### config.mk
export PLATFORM = sky130hd
export DESIGN_NAME = linear_ramp_gen
export DESIGN_NICKNAME = d
export VERILOG_FILES = /design/src/rtl/lt_pkg.sv /design/src/rtl/linear_ramp_gen_ramp_accum.sv /design/src/rtl/linear_ramp_gen.sv
export SDC_FILE = /design/constraint.sdc
export NUM_CORES = 1
export LEC_CHECK = 0
export ABC_AREA = 1
export ABC_CLOCK_PERIOD_IN_PS = 1700
export CAP_MARGIN = 20
export CELL_PAD_IN_SITES_DETAIL_PLACEMENT = 0
export CELL_PAD_IN_SITES_GLOBAL_PLACEMENT = 1
export CORE_ASPECT_RATIO = 0.7
export CORE_UTILIZATION = 30
export DETAILED_ROUTE_END_ITERATION = 10
export PLACE_DENSITY_LB_ADDON = 0.1
export REMOVE_ABC_BUFFERS = 1
export SLEW_MARGIN = 20
export SYNTH_ARGS = -nofsm -noshare
export SYNTH_HDL_FRONTEND = slang
export SYNTH_HIERARCHICAL = 1
export SYNTH_SLANG_ARGS = --single-unit
### constraint.sdc
create_clock -name clock -period 1.7 [get_ports clock]
set_input_delay 0.34 -clock clock [delete_from_list [all_inputs] [get_ports clock]]
set_output_delay 0.34 -clock clock [all_outputs]
set_load 0.01 [all_outputs]
### src/rtl/lt_pkg.sv
// Shared types and delta-format constants for the linear-transformation datapath.
// gen_delta and linear_ramp_gen both take their slope format from here.
package lt_pkg;

  localparam int DT_I = 8;
  localparam int DT_D = 4;

  typedef enum logic {
    IDLE = 1'b0,
    RUN  = 1'b1
  } state_t;

  // One guard bit above the integer field detects overflow out of DSIZE.
  function automatic int ramp_acc_w(input int dsize, input int dt_d);
    return dsize + dt_d + 1;
  endfunction

endpackage

### src/rtl/linear_ramp_gen_ramp_accum.sv
// Fixed-point ramp accumulator with a sticky saturation flag.
// Produces the truncated, top-clamped integer sample for linear_ramp_gen.
module ramp_accum #(
  parameter int DSIZE = 16,
  parameter int DT_I  = lt_pkg::DT_I,
  parameter int DT_D  = lt_pkg::DT_D
) (
  input  logic                 clock,
  input  logic                 rst_n,
  input  logic                 load,
  input  logic                 step,
  input  logic [DSIZE-1:0]     y_base,
  input  logic [DT_I+DT_D-1:0] delta,
  output logic [DSIZE-1:0]     sample
);
  import lt_pkg::*;

  localparam int ACC_W = ramp_acc_w(DSIZE, DT_D);

  logic [ACC_W-1:0]     acc_reg;
  logic [ACC_W-1:0]     acc_next;
  logic [DT_I+DT_D-1:0] d_reg;
  logic                 sat_reg;

  // Slope fraction lines up with the accumulator fraction; upper bits zero-extended.
  assign acc_next = acc_reg + {{(ACC_W-DT_I-DT_D){1'b0}}, d_reg};

  always_ff @(posedge clock or negedge rst_n) begin
    if (!rst_n) begin
      acc_reg <= '0;
      d_reg   <= '0;
      sat_reg <= 1'b0;
    end else if (load) begin
      acc_reg <= {1'b0, y_base, {DT_D{1'b0}}};
      d_reg   <= delta;
      sat_reg <= 1'b0;
    end else if (step) begin
      acc_reg <= acc_next;
      if (acc_next[ACC_W-1]) begin
        sat_reg <= 1'b1;
      end
    end
  end

  assign sample = sat_reg ? {DSIZE{1'b1}} : acc_reg[DT_D +: DSIZE];

endmodule

### src/rtl/linear_ramp_gen.sv
// Emits X_DISPLACEMENT samples y_i = y_base + i*delta on a valid/ready stream,
// filling the segment between two control points.
module linear_ramp_gen #(
  parameter  int X_DISPLACEMENT = 16,
  parameter  int DSIZE          = 16,
  parameter  int DT_I           = lt_pkg::DT_I,
  parameter  int DT_D           = lt_pkg::DT_D,
  localparam int IW             = $clog2(X_DISPLACEMENT)
) (
  input  logic                 clock,
  input  logic                 rst_n,
  input  logic                 start,
  input  logic [DSIZE-1:0]     y_base,
  input  logic [DT_I+DT_D-1:0] delta,
  input  logic                 abort,
  output logic                 busy,
  output logic                 out_valid,
  input  logic                 out_ready,
  output logic [DSIZE-1:0]     out_data,
  output logic [IW-1:0]        out_index,
  output logic                 out_last,
  output logic                 done
);
  import lt_pkg::*;

  state_t          state_reg;
  logic [IW-1:0]   idx_reg;
  logic            done_reg;
  logic [DSIZE-1:0] sample;

  logic is_run;
  logic is_last;
  logic accept;
  logic xfer;
  logic step;

  assign is_run  = (state_reg == RUN);
  assign is_last = is_run && (idx_reg == IW'(X_DISPLACEMENT - 1));
  assign accept  = !is_run && start;
  // abort wins over a beat presented in the same cycle
  assign xfer    = is_run && out_ready && !abort;
  assign step    = xfer && !is_last;

  always_ff @(posedge clock or negedge rst_n) begin
    if (!rst_n) begin
      state_reg <= IDLE;
      idx_reg   <= '0;
      done_reg  <= 1'b0;
    end else begin
      done_reg <= 1'b0;
      case (state_reg)
        IDLE: begin
          if (start) begin
            idx_reg   <= '0;
            state_reg <= RUN;
          end
        end
        RUN: begin
          if (abort) begin
            state_reg <= IDLE;
          end else if (xfer) begin
            if (is_last) begin
              state_reg <= IDLE;
              done_reg  <= 1'b1;
            end else begin
              idx_reg <= idx_reg + IW'(1);
            end
          end
        end
        default: state_reg <= IDLE;
      endcase
    end
  end

  ramp_accum #(
    .DSIZE (DSIZE),
    .DT_I  (DT_I),
    .DT_D  (DT_D)
  ) u_accum (
    .clock  (clock),
    .rst_n  (rst_n),
    .load   (accept),
    .step   (step),
    .y_base (y_base),
    .delta  (delta),
    .sample (sample)
  );

  assign busy      = is_run;
  assign out_valid = is_run;
  assign out_data  = is_run ? sample : '0;
  assign out_index = is_run ? idx_reg : '0;
  assign out_last  = is_last;
  assign done      = done_reg;

endmodule

==> results of run 1 <==
[path summary, 6_finish.rpt]
| path | end | slack [ns] | cells past startpoint |
|---|---|---|---|
| worst max-delay path | out_data[6] | -0.07 | 6 |
| worst min-delay path | u_accum/acc_reg[0] | 0.008 | 1 |
| worst max register to register | u_accum/sat_reg | -0.03 | 12 |
| worst min register to register | u_accum/d_reg[2] | 0.52 | 2 |
| max in group asynchronous | busy | 1.18 | 2 |
| min in group clock | u_accum/d_reg[2] | 0.52 | 2 |
[area by class of cell]
| cell class | count | area [um^2] |
|---|---|---|
| Clock buffer | 6 | 139 |
| Clock inverter | 2 | 10.0 |
| Fill cell | 955 | 4690 |
| Inverter | 84 | 330 |
| Multi-Input combinational cell | 335 | 2230 |
| Sequential cell | 40 | 1000 |
| Tap cell | 128 | 160 |
| Timing Repair Buffer | 134 | 1230 |
[worst max-delay path: cells and delay by family, from the launching register on]
kind	cells	cell delay, ns
and+or+nand+nor	2	0.28
buffers and inverters	4	0.40
DFF	1	0.46
[synth_stat cells, types with 6 or more instances]
library cell	count
nand2_1	186
inv_1	72
dfrtp_1	40
nand3_1	27
nor2_1	22
a22oi_1	13
ha_1	13
inv_2	12
nand2_2	12
o21ai_0	8
or2_2	8
a21oi_1	7
xnor2_1	7
nor2_2	6
[logic make-up after synthesis]
kind of cell / share of synthesized area, %
adders and majority gates: 5.99
xor gates and xnor gates: 2.30
AOI/OAI and AO/OA: 7.10
buffers and inverters: 12.1
DFF: 32.8
and+or+nand+nor: 39.7
[power by group]
part           total (mW)  internal (mW)  leakage, nW  switching (mW)
Combinational        5.35           2.62         2.16            2.73
Sequential           1.57           1.26        0.491           0.317
Clock               0.994          0.580       0.0766           0.414
Total                7.92           4.46         2.73            3.46
[layer usage]
metal | part of all wire (%) | up-vias | wire length [um]
met3 | 3.8 | 5 | 393
met1 | 54 | 1561 | 5520
li1 | - | 1698 | -
met4 | 0.54 | 0 | 55
met5 | 0 | - | 0
met2 | 42 | 50 | 4280
[per-stage QoR]
step | setup slack (ns) | power, mW | hold slack [ns]
after global routing | -0.150 | 8.53 | 0.0382
after floorplan | -1.22 | 3.71 | 0.0444
after global placement | -0.206 | 5.42 | 0.332
final | -0.0747 | 7.92 | 0.00810
after CTS | -0.167 | 7.12 | 0.0194
after detailed placement | -0.232 | 5.41 | 0.327
[what timing repair did]
action / 4_1_cts / 5_1_grt
pin swaps: 31 / 41
hold buffers: 0 / 0
resized for setup: 143 / 104
gates cloned: 2 / 0
setup endpoints to repair: 50 / 50
setup buffers: 19 / 9
==> flow_summary.yaml, run 1 <==
cts:
  clockBufferDepth: 2
  numCtsBuffers: 5
  ctsHtreeMaxLevel: 2
  clk_pin_slew_ns: 0.06
  cts_tree: "built"
  cts_sinks: 40
  clk-insertion-delay-late_ns: 0.29
  cts-root-buf: "clkbuf_16"
status:
  violations: "negative setup slack"
  outcome: "finished, violations left"
finish:
  syn2layout_area_growth_pct: 67.5
  antenna-diode-count: 0
  final_area_um2: 5100
  stdcell_count: 729
  layout_common_cells: "nand2_1, buf_4, inv_1"
  fin_util_pct: 52.1
  drive_above_1_share_pct: 42.6
  final_common_cell: "nand2_1"
  nNetsFinal: 647
  largest_reg_flops: 21
sta:
  drv_slew: 0
  skew_ns: 0.00608
  setup_viol: 9
  min_period_over_period_pct: 104
  max_freq_ghz: 0.563
  slew_headroom_pct: 67.8
  setup_tns_ns: -0.380
  tightest_slew_ns: 0.483
  setup_slack_ns: -0.0747
  rsz0062_at_grt: "true"
  hold_viol_final: 0
  period_minus_slack_ns: 1.77
grt:
  track_usage_pct: 20.2
  grt_pass1_wl_mm: 16.1
  met1_usage_pct: 30.9
  grtUsageMet3_pct: 3.49
  grt_busiest_layer: "met1"
  grt_pass1_vias: 3154
  grt_max_degree: 25
  use_met2_pct: 29.0
  overflow: 0
  antenna_found_initial: 0
power_and_ir_drop:
  power.density_nw_per_um2: 1550
  power.leakage_nw: 2.73
  peakVddDrop_v: 0.000693
synth:
  avgSynthCellArea_um2: 6.50
  synth_top_cell_by_area: "dfrtp_1"
  seq_area_frac_synth_pct: 32.8
  yosysWarningCount: 6
  synth_seq_cells: 40
  netlist_area_um2: 3050
  synth_top_area_share_pct: 32.8
  async_reset_ff_share_pct: 100
  synth_area_leaders: "dfrtp_1, nand2_1, inv_1"
  synth_edf_count: 0
  syn_inst: 469
  synth_ff_type: "dfrtp_1"
  synth_cell_types: 33
setup_path:
  cp.required_ns: 1.36
  critPathMostFrequentCell: "buf_6"
  critPathLaunch: "u_accum/sat_reg"
  r2r-start: "u_accum/acc_reg[0]"
  critical_path_arrival_ns: 1.43
  max_stage_delay_ns: 0.46
  critPathCaptureType: "primary output"
  cpMaxStageDelayCell: "dfrtp_2"
  cp_max_fo: 4
  start_kind: "flip-flop"
  crit_chain: "buf_12 -> buf_6 -> or2_4 -> nand2_2 -> inv_2 -> buf_6"
  path_class: "reg -> out"
floorplanning:
  pin_count: 57
  die-height_um: 86.3
  dieArea_um2: 10600
  start_util_pct: 31.1
  num_rows: 30
  die_x_um: 122
  coreArea_um2: 9800
flow_run:
  maxCapViolCount: 0
routing:
  ant_nets: 0
  vias_per_cell: 4.55
  drc: 0
  drt_wl_total_mm: 10.2
  firstDrtPassIters: 4
  routedWlPerCell_um: 14.0
  drt-initial-drc-count: 146
  dr_total_vias: 3314
placed_design:
  placed_cell_area_um2: 4130
  port_buffers: 56
  dp_hpwl_mm: 7.33
  place_inst: 694
  routabilityCongestion: 0.837
worst_hold_path:
  min_path_type: "in -> async"
Note: power is estimated with default switching activity, not from simulation.
==> inputs of run 2 (changes only) <==
--- a/config.mk
+++ b/config.mk
@@ -11,7 +11,7 @@
 export CELL_PAD_IN_SITES_DETAIL_PLACEMENT = 0
 export CELL_PAD_IN_SITES_GLOBAL_PLACEMENT = 1
 export CORE_ASPECT_RATIO = 0.7
-export CORE_UTILIZATION = 30
+export CORE_UTILIZATION = 33
 export DETAILED_ROUTE_END_ITERATION = 10
 export PLACE_DENSITY_LB_ADDON = 0.1
 export REMOVE_ABC_BUFFERS = 1
==> constraint.sdc (replaced) <==
create_clock -name clock -period 1.7 [get_ports clock]
set_input_delay 0.255 -clock clock [delete_from_list [all_inputs] [get_ports clock]]
set_output_delay 0.255 -clock clock [all_outputs]
set_load 0.01 [all_outputs]
==> run 2 against run 1 <==
The run still ends with negative setup slack left. Worst setup slack worse by 0.036 ns. First-iteration DRC count up 3.4%. Critical path depth rose by 1. Flip-flop and latch count unchanged. Total power is 2.5% lower. Clock power fell by 3.0%. Critical path type unchanged. Critical endpoint is now out_data[5]. Largest cell class unchanged. Largest power group unchanged.
==> flow_summary.yaml, run 2 (same netlist as run 1, synthesis figures left out) <==
cts:
  cts_sinks: 40
  cts-root-buf: "clkbuf_16"
  ctsHtreeMaxLevel: 2
  numCtsBuffers: 5
  cts_tree: "built"
  clk_pin_slew_ns: 0.06
  clk-insertion-delay-late_ns: 0.28
  clockBufferDepth: 2
sta:
  hold_viol_final: 0
  min_period_over_period_pct: 106
  drv_slew: 0
  slew_headroom_pct: 66.4
  skew_ns: 0.00552
  setup_viol: 25
  tightest_slew_ns: 0.504
  rsz0062_at_grt: "true"
  hold_ws_ns: 0.477
  period_minus_slack_ns: 1.81
  setup_slack_ns: -0.110
  setup_tns_ns: -1.12
  max_freq_ghz: 0.552
routing:
  drt_wl_total_mm: 9.94
  vias_per_cell: 4.57
  dr_total_vias: 3267
  routedWlPerCell_um: 13.9
  firstDrtPassIters: 4
  ant_nets: 0
  drt-initial-drc-count: 151
  drc: 0
finish:
  antenna-diode-count: 0
  syn2layout_area_growth_pct: 66.9
  final_area_um2: 5090
  final_common_cell: "nand2_1"
  drive_above_1_share_pct: 39.7
  layout_common_cells: "nand2_1, inv_1, buf_4"
  nNetsFinal: 641
  largest_reg_flops: 21
setup_path:
  reg2reg_to: "u_accum/acc_reg[14]"
  reg2reg_depth: 13
  r2r-start: "busy"
  cp.required_ns: 1.44
  critPathLaunch: "u_accum/sat_reg"
  cp-endpoint: "out_data[5]"
  critPathCaptureType: "primary output"
  start_kind: "flip-flop"
  reg2reg_slack_ns: -0.08
  path_class: "reg -> out"
  critical_path_arrival_ns: 1.56
  cp_max_fo: 5
status:
  outcome: "finished, violations left"
  violations: "negative setup slack"
placed_design:
  routabilityCongestion: 0.852
  placed_cell_area_um2: 4050
  dp_hpwl_mm: 7.01
  port_buffers: 56
grt:
  overflow: 0
  grt_pass1_vias: 3132
  grt_busiest_layer: "met2"
  grt_max_degree: 23
  track_usage_pct: 21.8
  grtUsageMet3_pct: 3.72
  antenna_found_initial: 0
  use_met2_pct: 34.0
  met1_usage_pct: 32.0
  grt_pass1_wl_mm: 15.7
worst_hold_path:
  min_path_type: "in -> async"
power_and_ir_drop:
  power.leakage_nw: 2.79
  power.density_nw_per_um2: 1520
  peakVddDrop_v: 0.000640
floorplanning:
  num_rows: 28
  die_x_um: 117
  pin_count: 57
  start_util_pct: 35.1
  die-height_um: 82.4
  coreArea_um2: 8690
  dieArea_um2: 9630
flow_run:
  maxCapViolCount: 0
[run 2: worst min path at each step]
stage | slack [ns] | to | from
after CTS | 0.49 | u_accum/acc_reg[19] | rst_n
after global placement | 0.26 | u_accum/d_reg[1] | rst_n
final | 0.48 | u_accum/acc_reg[19] | rst_n
after detailed placement | 0.25 | u_accum/d_reg[1] | rst_n
after floorplan | -0.04 | busy | rst_n
after global routing | 0.51 | u_accum/acc_reg[19] | rst_n
[run 2: critical path: stages (launching register included)]
cell	delay [ns]
dfrtp_2	0.45
buf_6	0.14
buf_12	0.12
buf_12	0.12
or2_4	0.23
nand2_1	0.05
inv_1	0.03
buf_2	0.13
[run 2: power breakdown]
part	internal (mW)	leakage, nW	switching (mW)	total [mW]
Sequential	1.26	0.490	0.334	1.59
Combinational	2.52	2.23	2.65	5.16
Clock	0.586	0.0712	0.378	0.964
[run 2: final cells by class]
class / count / area [um^2]
timing repair buffer: 127 / 1240
tap: 120 / 150
fill: 841 / 3600
sequential: 40 / 1010
multi-input combinational: 335 / 2210
clock buffer: 8 / 146
timing repair inverter: 1 / 7.51
inverter: 84 / 328
[run 2: per-stage QoR]
stage               util, %  cells  worst slack, ns  power [mW]
floorplan                 -    459            -1.22        3.71
global placement       46.6    677           -0.118        5.25
detailed placement     46.6    677           -0.172        5.28
CTS                    53.5    702           -0.218        6.93
global route           58.5    715           -0.171        8.33
finish                 58.5    715           -0.110        7.72
[run 2: layer usage]
layer  vias to the layer above  routed length (um)  share of wire [%]
met1                      1516                5100                 51
met3                         4                 436                4.4
met5                         -                   0                  0
met2                        66                4350                 44
met4                         0                  50               0.50
li1                       1681                   -                  -
[run 2: repair_timing]
item	4_1_cts	5_1_grt
setup buffers	13	14
endpoints found under the setup margin	45	49
hold buffers	1	0
gates cloned	3	0
endpoints found under the hold margin	18	0
gates resized for setup	122	91
pin swaps	27	34
==> inputs of run 3 (changes only) <==
--- a/config.mk
+++ b/config.mk
@@ -11,10 +11,12 @@
 export CELL_PAD_IN_SITES_DETAIL_PLACEMENT = 0
 export CELL_PAD_IN_SITES_GLOBAL_PLACEMENT = 1
 export CORE_ASPECT_RATIO = 0.7
+export CORE_MARGIN = 2
 export CORE_UTILIZATION = 33
 export DETAILED_ROUTE_END_ITERATION = 10
 export PLACE_DENSITY_LB_ADDON = 0.1
 export REMOVE_ABC_BUFFERS = 1
+export SKIP_CTS_REPAIR_TIMING = 1
 export SLEW_MARGIN = 20
 export SYNTH_ARGS = -nofsm -noshare
 export SYNTH_HDL_FRONTEND = slang
==> run 3 against run 2 <==
The flow still finishes with violations (negative setup slack). Clock skew barely moved. Die area increased by 4.2%. Count of clock-buffer cells in the layout is the same. First-iteration DRC count down 16%. Non-clock buffer count shrank 2.
==> flow_summary.yaml, run 3 (same netlist as run 1, synthesis figures left out) <==
setup_path:
  critical_path_arrival_ns: 1.94
  reg2reg_slack_ns: -0.09
  cp_max_fo: 3
  r2r-start: "u_accum/d_reg[0]"
  path_class: "reg -> reg"
  critPathCaptureType: "flip-flop"
  cp.required_ns: 1.85
  start_kind: "flip-flop"
  reg2reg_to: "u_accum/acc_reg[8]"
  reg2reg_depth: 11
grt:
  grt_pass1_vias: 2969
  grt_pass1_wl_mm: 15.2
  overflow: 0
  antenna_found_initial: 0
  grt_max_degree: 24
  track_usage_pct: 19.1
flow_run:
  maxCapViolCount: 0
cts:
  cts_tree: "built"
  clk-insertion-delay-late_ns: 0.28
  clockBufferDepth: 2
  clk_pin_slew_ns: 0.06
  numCtsBuffers: 5
  cts-root-buf: "clkbuf_16"
  ctsHtreeMaxLevel: 2
  cts_sinks: 40
placed_design:
  port_buffers: 56
  routabilityCongestion: 0.888
  place_inst: 679
  pre_cts_ws_ns: -0.218
  dp_hpwl_mm: 7.20
finish:
  largest_reg_flops: 21
  layout_common_cells: "nand2_1, inv_1, buf_4"
  antenna-diode-count: 0
  syn2layout_area_growth_pct: 63.6
  stdcell_count: 717
  drive_above_1_share_pct: 36.9
  final_common_cell: "nand2_1"
  nNetsFinal: 639
routing:
  ant_nets: 0
  drc: 0
  routedWlPerCell_um: 14.0
  drt-initial-drc-count: 127
  drt_wl_total_mm: 10.1
  dr_total_vias: 3276
  vias_per_cell: 4.57
  firstDrtPassIters: 4
floorplanning:
  dieArea_um2: 10000
  die_x_um: 119
  start_util_pct: 33.7
  coreArea_um2: 9030
  num_rows: 29
  die-height_um: 84.4
  pin_count: 57
sta:
  tightest_slew_ns: 0.505
  skew_ns: 0.00555
  setup_slack_ns: -0.0890
  slew_headroom_pct: 66.3
  drv_slew: 0
  setup_viol: 17
  max_freq_ghz: 0.559
  rsz0062_at_grt: "true"
  period_minus_slack_ns: 1.79
  setup_tns_ns: -0.774
  hold_viol_final: 0
  min_period_over_period_pct: 105
worst_hold_path:
  min_path_type: "in -> async"
status:
  violations: "negative setup slack"
  outcome: "finished, violations left"
power_and_ir_drop:
  peakVddDrop_v: 0.000693
  power.leakage_nw: 2.81
  power.density_nw_per_um2: 1520
==> run 3: cell types whose count changed in the layout (fill, tap and decap cells not counted), moves of 6 or more <==
cell,before,now
buf_6,19,11
dlymetal6s2s_1,7,14
dlygate4sd2_1,6,0
clkbuf_2,0,6
==> run 3: routing by layer <==
layer	part of all wire, %	global-route usage [%]
met2	43	28.1
met4	0.29	2.60
met5	0	0
met1	53	29.5
met3	3.6	3.40
==> run 3: report_power, final <==
group          total [mW]  switching, mW  leakage [nW]  internal (mW)
sequential           1.60          0.334         0.490           1.26
clock               0.981          0.395        0.0712          0.587
combinational        5.01           2.56          2.24           2.44
==> run 3: worst max-delay path: stages (launching register included) <==
cell	delay [ns]
dfrtp_1	0.36
ha_2	0.19
inv_2	0.04
fa_2	0.36
inv_2	0.09
nand3_2	0.08
nand3_4	0.08
nand2_2	0.05
nand2_2	0.10
buf_6	0.11
xnor2_2	0.09
o21ai_1	0.08
==> run 3: how the worst max path moves through the flow <==
stage                startpoint                   to  depth (start not counted)
4_1_cts         u_accum/sat_reg          out_data[1]                          5
6_report       u_accum/d_reg[0]   u_accum/acc_reg[8]                         11
2_1_floorplan              busy   u_accum/acc_reg[4]                          7
3_5_place_dp              abort   u_accum/acc_reg[4]                          8
5_1_grt        u_accum/d_reg[0]  u_accum/acc_reg[16]                         13
3_3_place_gp              abort   u_accum/acc_reg[4]                          8
==> run 3: area by class of cell <==
cell class	instances	area (um^2)
fill	894	4050
multi-input combinational	335	2160
timing repair buffer	125	1180
sequential	40	1010
inverter	84	328
tap	124	155
clock buffer	8	146
timing repair inverter	1	7.51
==> run 3: stage by stage <==
step	util [%]	area [um^2]	total power, mW	hold slack, ns
6_report	55.2	4990	7.59	0.470
5_1_grt	55.2	4990	8.17	0.507
4_1_cts	46.4	4190	6.27	-0.0587
3_5_place_dp	44.7	4040	5.25	0.248
3_3_place_gp	44.7	4040	5.24	0.246
2_1_floorplan	-	2990	3.71	-0.0406
